$ cat src/rtl/jk_cmd_sequencer.sv
// Command FIFO feeding a two-state sequencer that drives J/K of a downstream flip-flop.
// Optional sticky overflow output enabled by defining JK_CMD_SEQUENCER_OVF_EN.
module jk_cmd_sequencer #(
   parameter int DEPTH = 4
) (
   input  logic                     clk,
   input  logic                     rst,
   input  logic                     cmd_valid,
   input  logic [1:0]               cmd_op,
   input  logic [3:0]               cmd_count,
   output logic                     cmd_ready,
   output logic                     j,
   output logic                     k,
   output logic                     busy,
   output logic                     done,
   output logic [$clog2(DEPTH):0]   level
`ifdef JK_CMD_SEQUENCER_OVF_EN
   ,
   output logic                     ovf
`endif
);

   localparam int AW = $clog2(DEPTH);
   localparam int LW = AW + 1;

   typedef enum logic {IDLE = 1'b0, APPLY = 1'b1} state_t;

   state_t         state_r;
   logic [5:0]     mem_r [DEPTH];
   logic [AW-1:0]  wr_ptr_r;
   logic [AW-1:0]  rd_ptr_r;
   logic [LW-1:0]  level_r;
   logic           ready_r;
   logic           j_r;
   logic           k_r;
   logic           busy_r;
   logic           done_r;
   logic [3:0]     rem_r;
   logic           push_s;
   logic           pop_s;
   logic           last_s;
   logic [5:0]     head_s;
   logic [LW-1:0]  level_nxt_s;

   // A zero count still applies the operation once, so it leaves zero further cycles.
   function automatic logic [3:0] reps_left(input logic [3:0] c);
      if (c == 4'd0) begin
         reps_left = 4'd0;
      end else begin
         reps_left = c - 4'd1;
      end
   endfunction

   // Handshake, pop decision and next occupancy.
   always_comb begin
      push_s      = cmd_valid & ready_r;
      head_s      = mem_r[rd_ptr_r];
      level_nxt_s = level_r;
      if (state_r == APPLY) begin
         last_s = (rem_r == 4'd0);
      end else begin
         last_s = 1'b1;
      end
      pop_s = last_s & (level_r != {LW{1'b0}});
      case ({push_s, pop_s})
         2'b10:   level_nxt_s = level_r + LW'(1'b1);
         2'b01:   level_nxt_s = level_r - LW'(1'b1);
         default: level_nxt_s = level_r;
      endcase
   end

   // Command storage; contents need no reset since level gates every read.
   always_ff @(posedge clk) begin
      if (push_s) begin
         mem_r[wr_ptr_r] <= {cmd_op, cmd_count};
      end
   end

   // Pointers, occupancy and the registered ready (not-full) flag.
   always_ff @(posedge clk or posedge rst) begin
      if (rst) begin
         wr_ptr_r <= {AW{1'b0}};
         rd_ptr_r <= {AW{1'b0}};
         level_r  <= {LW{1'b0}};
         ready_r  <= 1'b1;
      end else begin
         if (push_s) begin
            wr_ptr_r <= wr_ptr_r + AW'(1'b1);
         end
         if (pop_s) begin
            rd_ptr_r <= rd_ptr_r + AW'(1'b1);
         end
         level_r <= level_nxt_s;
         ready_r <= (level_nxt_s != LW'(DEPTH));
      end
   end

   // Sequencer FSM with registered J/K, busy and done.
   always_ff @(posedge clk or posedge rst) begin
      if (rst) begin
         state_r <= IDLE;
         j_r     <= 1'b0;
         k_r     <= 1'b0;
         busy_r  <= 1'b0;
         done_r  <= 1'b0;
         rem_r   <= 4'd0;
      end else begin
         done_r <= 1'b0;
         case (state_r)
            IDLE: begin
               if (pop_s) begin
                  {j_r, k_r} <= head_s[5:4];
                  rem_r      <= reps_left(head_s[3:0]);
                  state_r    <= APPLY;
                  busy_r     <= 1'b1;
               end else begin
                  j_r <= 1'b0;
                  k_r <= 1'b0;
               end
            end
            APPLY: begin
               if (rem_r != 4'd0) begin
                  rem_r <= rem_r - 4'd1;
               end else if (pop_s) begin
                  {j_r, k_r} <= head_s[5:4];
                  rem_r      <= reps_left(head_s[3:0]);
               end else begin
                  j_r     <= 1'b0;
                  k_r     <= 1'b0;
                  state_r <= IDLE;
                  busy_r  <= 1'b0;
                  done_r  <= 1'b1;
               end
            end
            default: begin
               state_r <= IDLE;
               j_r     <= 1'b0;
               k_r     <= 1'b0;
               busy_r  <= 1'b0;
               rem_r   <= 4'd0;
            end
         endcase
      end
   end

   assign cmd_ready = ready_r;
   assign j         = j_r;
   assign k         = k_r;
   assign busy      = busy_r;
   assign done      = done_r;
   assign level     = level_r;

`ifdef JK_CMD_SEQUENCER_OVF_EN
   logic ovf_r;

   // Sticky flag for any command offered while the FIFO is full.
   always_ff @(posedge clk or posedge rst) begin
      if (rst) begin
         ovf_r <= 1'b0;
      end else if (cmd_valid & ~ready_r) begin
         ovf_r <= 1'b1;
      end
   end

   assign ovf = ovf_r;
`endif

endmodule

$ cat config.mk
export PLATFORM = sky130hd
export DESIGN_NAME = jk_cmd_sequencer
export DESIGN_NICKNAME = d
export VERILOG_FILES = /design/src/rtl/jk_cmd_sequencer.sv
export SDC_FILE = /design/constraint.sdc
export NUM_CORES = 1
export LEC_CHECK = 0
export ABC_AREA = 1
export CORE_ASPECT_RATIO = 1.25
export CORE_MARGIN = 8
export CORE_UTILIZATION = 55
export CTS_BUF_LIST = sky130_fd_sc_hd__clkbuf_8
export CTS_CLUSTER_SIZE = 8
export DETAILED_ROUTE_END_ITERATION = 8
export HOLD_SLACK_MARGIN = 0.03
export PLACE_DENSITY = 0.77
export SYNTH_ARGS = -nofsm -noshare
export SYNTH_HDL_FRONTEND = slang
export SYNTH_SLANG_ARGS = --single-unit
export TNS_END_PERCENT = 30
$ cat constraint.sdc
create_clock -name clk -period 3.4 [get_ports clk]
set_input_delay 0.68 -clock clk [delete_from_list [all_inputs] [get_ports clk]]
set_output_delay 0.68 -clock clk [all_outputs]
set_load 0.1 [all_outputs]
==> results.py <==
metrics = {
    "logic_synthesis": {
        "yosys-top-cells-count": "nand2_1 (28), edfxtp_1 (24), inv_1 (22), dfrtp_1 (16), nor2_1 (16)",
        "synth_ff_type": "edfxtp_1",
        "yosys-top-cells-area": "edfxtp_1 (38%), dfrtp_1 (21%), nand2_1 (5.5%), inv_1 (4.3%), ha_1 (3.9%)",
        "ys_types": 26,
        "async_flop_share_pct": 41.5,
        "ys_ff_latch": 41,
        "syn_nets": 194,
        "synth_cells": 178,
        "yosys_warnings": 0,
        "yosys.area.top_type": "edfxtp_1",
        "yosysSeqAreaShare_pct": 60.3,
        "synth_area_um2": 1900,
        "yosysTopAreaCellShare_pct": 37.9,
        "synth_edf_count": 24,
        "post-synth-top-count-cell": "nand2_1",
        "syn_avg_cell_area_um2": 10.7,
    },
    "route": {
        "vias_per_cell": 5.24,
        "drt_first_pass_iters": 4,
        "drc": 0,
        "num_vias": 1241,
        "wl_per_cell_um": 13.9,
        "ant_nets": 0,
        "routed_wirelength_um": 3300,
        "drtIter0Drc": 130,
    },
    "worst_setup_path": {
        "critical_path.max_stage_delay_ns": 1.14,
        "crit_path_start": "k",
        "critPathRequiredTime_ns": 2.72,
        "worst-r2r-setup-slack_ns": 0.99,
        "critPathLaunchType": "register",
        "r2r_end": "cmd_ready",
        "end_kind": "output port",
        "arrival_ns": 1.77,
        "cp.buffers_inverters": 1,
        "rr_startpoint": "rem_r[0]",
        "critical_path.max_fanout": 2,
        "path_cells": "clkdlybuf4s50_1",
        "cp_slowest_cell": "clkdlybuf4s50_1",
        "path_class": "reg2out",
        "r2r_cells": 13,
        "cp_top_family": "buffers and inverters",
    },
    "timing": {
        "fin_skew_ns": 0.00549,
        "fin_crit_ns": 2.45,
        "max_freq_mhz": 408,
        "final.setup.tns_ns": 0,
        "period_share_pct": 72.0,
        "grt_setup_unrepaired": "false",
        "setup-violations-final": 0,
        "hold_ws_ns": 0.515,
        "slew_viol_final": 0,
        "slew_headroom_pct": 35.0,
        "finalHoldViolCount": 0,
        "worst_pin_slew_ns": 0.972,
    },
    "clocking": {
        "h-tree-depth": 2,
        "post_cts_resized": 0,
        "post_cts_buffers": 0,
        "cts_sinks": 41,
        "cts_buffers": 5,
        "tritoncts": "yes",
        "clk_latency_ns": 0.29,
        "clockRootBuffer": "clkbuf_8",
        "cts_hold_buf": 0,
        "cts_buffer_depth": 2,
        "clk_pin_slew_worst_paths_ns": 0.07,
    },
    "run_status": {
        "outcome": "completed",
    },
    "min_path": {
        "hold_path_depth": 2,
        "holdCritPathClass": "reg2reg",
        "holdCritStartpoint": "busy",
        "holdPathEnd": "busy",
    },
    "finish": {
        "drive_gt1_share_pct": 14.6,
        "diodes": 0,
        "fillers": 272,
        "nNetsFinal": 213,
        "areaGrowthSynthToFinish_pct": 12.5,
    },
    "pwr": {
        "power_density_nw_per_um2": 987,
        "leakagePower_nw": 0.936,
        "ir_drop_v": 0.000759,
    },
    "global_routing": {
        "grt.overflow.total": 0,
        "grt_pass1_wl_um": 5510,
        "track_usage_pct": 13.2,
        "grt_pass1_vias": 1267,
        "antenna_found_initial": 0,
        "grt_max_degree": 18,
    },
    "die": {
        "die_w_um": 68.6,
        "die_h_um": 81.7,
        "coreArea_um2": 3390,
        "start_util_pct": 56.0,
        "die_area_um2": 5610,
        "rows": 24,
        "ios": 17,
    },
    "placed_design": {
        "io_buffers": 16,
        "gp_congestion": 0.770,
        "dp.final_hpwl_um": 2460,
    },
    "flow_run": {
        "cap_violations": 0,
    },
}
[cell usage in the layout, fill, tap and decap left out, drive strengths merged]
| cell type | count |
|---|---|
| edfxtp | 24 |
| o21ai | 11 |
| fa | 1 |
| dfrtp | 16 |
| nand3 | 17 |
| clkbuf | 5 |
| clkdlybuf4s50 | 12 |
| xor2 | 4 |
| inv | 27 |
| clkinvlp | 1 |
| ha | 6 |
| dfstp | 1 |
| buf | 4 |
| a21oi | 12 |
| nor3 | 1 |
| xnor2 | 1 |
| o21bai | 1 |
| nand2 | 37 |
| nand4 | 1 |
| nor2 | 16 |
[cells by family after synthesis]
group           synth area share (%)
simple gates                    18.3
buf+inv                         7.43
fa+ha+maj                       5.00
flops                           60.3
compound gates                  6.64
xor+xnor                        2.30
[worst register-to-register path: cells and delay by family (launching register included)]
| kind | cells | cell delay (ns) |
|---|---|---|
| XOR/XNOR | 1 | 0.20 |
| adder cells (fa/ha/maj) | 3 | 0.73 |
| AO/OA/AOI/OAI | 2 | 0.27 |
| flip-flops | 1 | 0.39 |
| buffers and inverters | 3 | 0.26 |
| AND/OR/NAND/NOR | 4 | 0.50 |
[cell type report]
cell class	instances	area, µm²	area share (%)
Clock buffer	5	68.8	3.22
Clock inverter	3	15.0	0.702
Inverter	25	96.3	4.50
Multi-Input combinational cell	108	613	28.7
Sequential cell	41	1150	53.6
Tap cell	39	48.8	2.28
Timing Repair Buffer	16	150	7.02
[worst max-delay path by stage]
stage / endpoint / slack (ns) / cells after the start
after floorplan: cmd_ready / 0.77 / 11
after global placement: cmd_ready / 0.96 / 9
after detailed placement: cmd_ready / 0.84 / 9
after CTS: busy / 0.93 / 1
after global routing: cmd_ready / 0.70 / 13
final: k / 0.95 / 1
[through the flow]
step / power [mW] / setup WS (ns) / util (%) / cell area [µm²] / cells
after floorplan: 1.64 / 0.766 / - / 1900 / 178
after global placement: 1.77 / 0.963 / 60.6 / 2060 / 229
after detailed placement: 1.83 / 0.841 / 60.6 / 2060 / 229
after CTS: 2.12 / 0.935 / 63.1 / 2140 / 237
after global routing: 2.26 / 0.702 / 63.1 / 2140 / 237
final: 2.11 / 0.951 / 63.1 / 2140 / 237
[metal layers]
layer	wire, µm	GRT usage, %	vias up	part of all wire (%)
li1	-	-	615	-
met1	1370	13.8	583	42
met2	1740	23.3	35	53
met3	153	4.64	8	4.6
met4	40	4.93	0	1.2
met5	0	0	-	0
[registers in the layout (all words and copies together), names as in the netlist, 2 cells and up]
name and count:
wr_ptr_r 2, rd_ptr_r 2, level 3, mem_r 24
rem_r 4
[power breakdown]
part,leakage [nW],switching [mW],internal [mW]
clock,0.0467,0.158,0.139
sequential,0.416,0.110,0.683
combinational,0.473,0.734,0.287
Note: power is estimated with default switching activity, not from simulation.
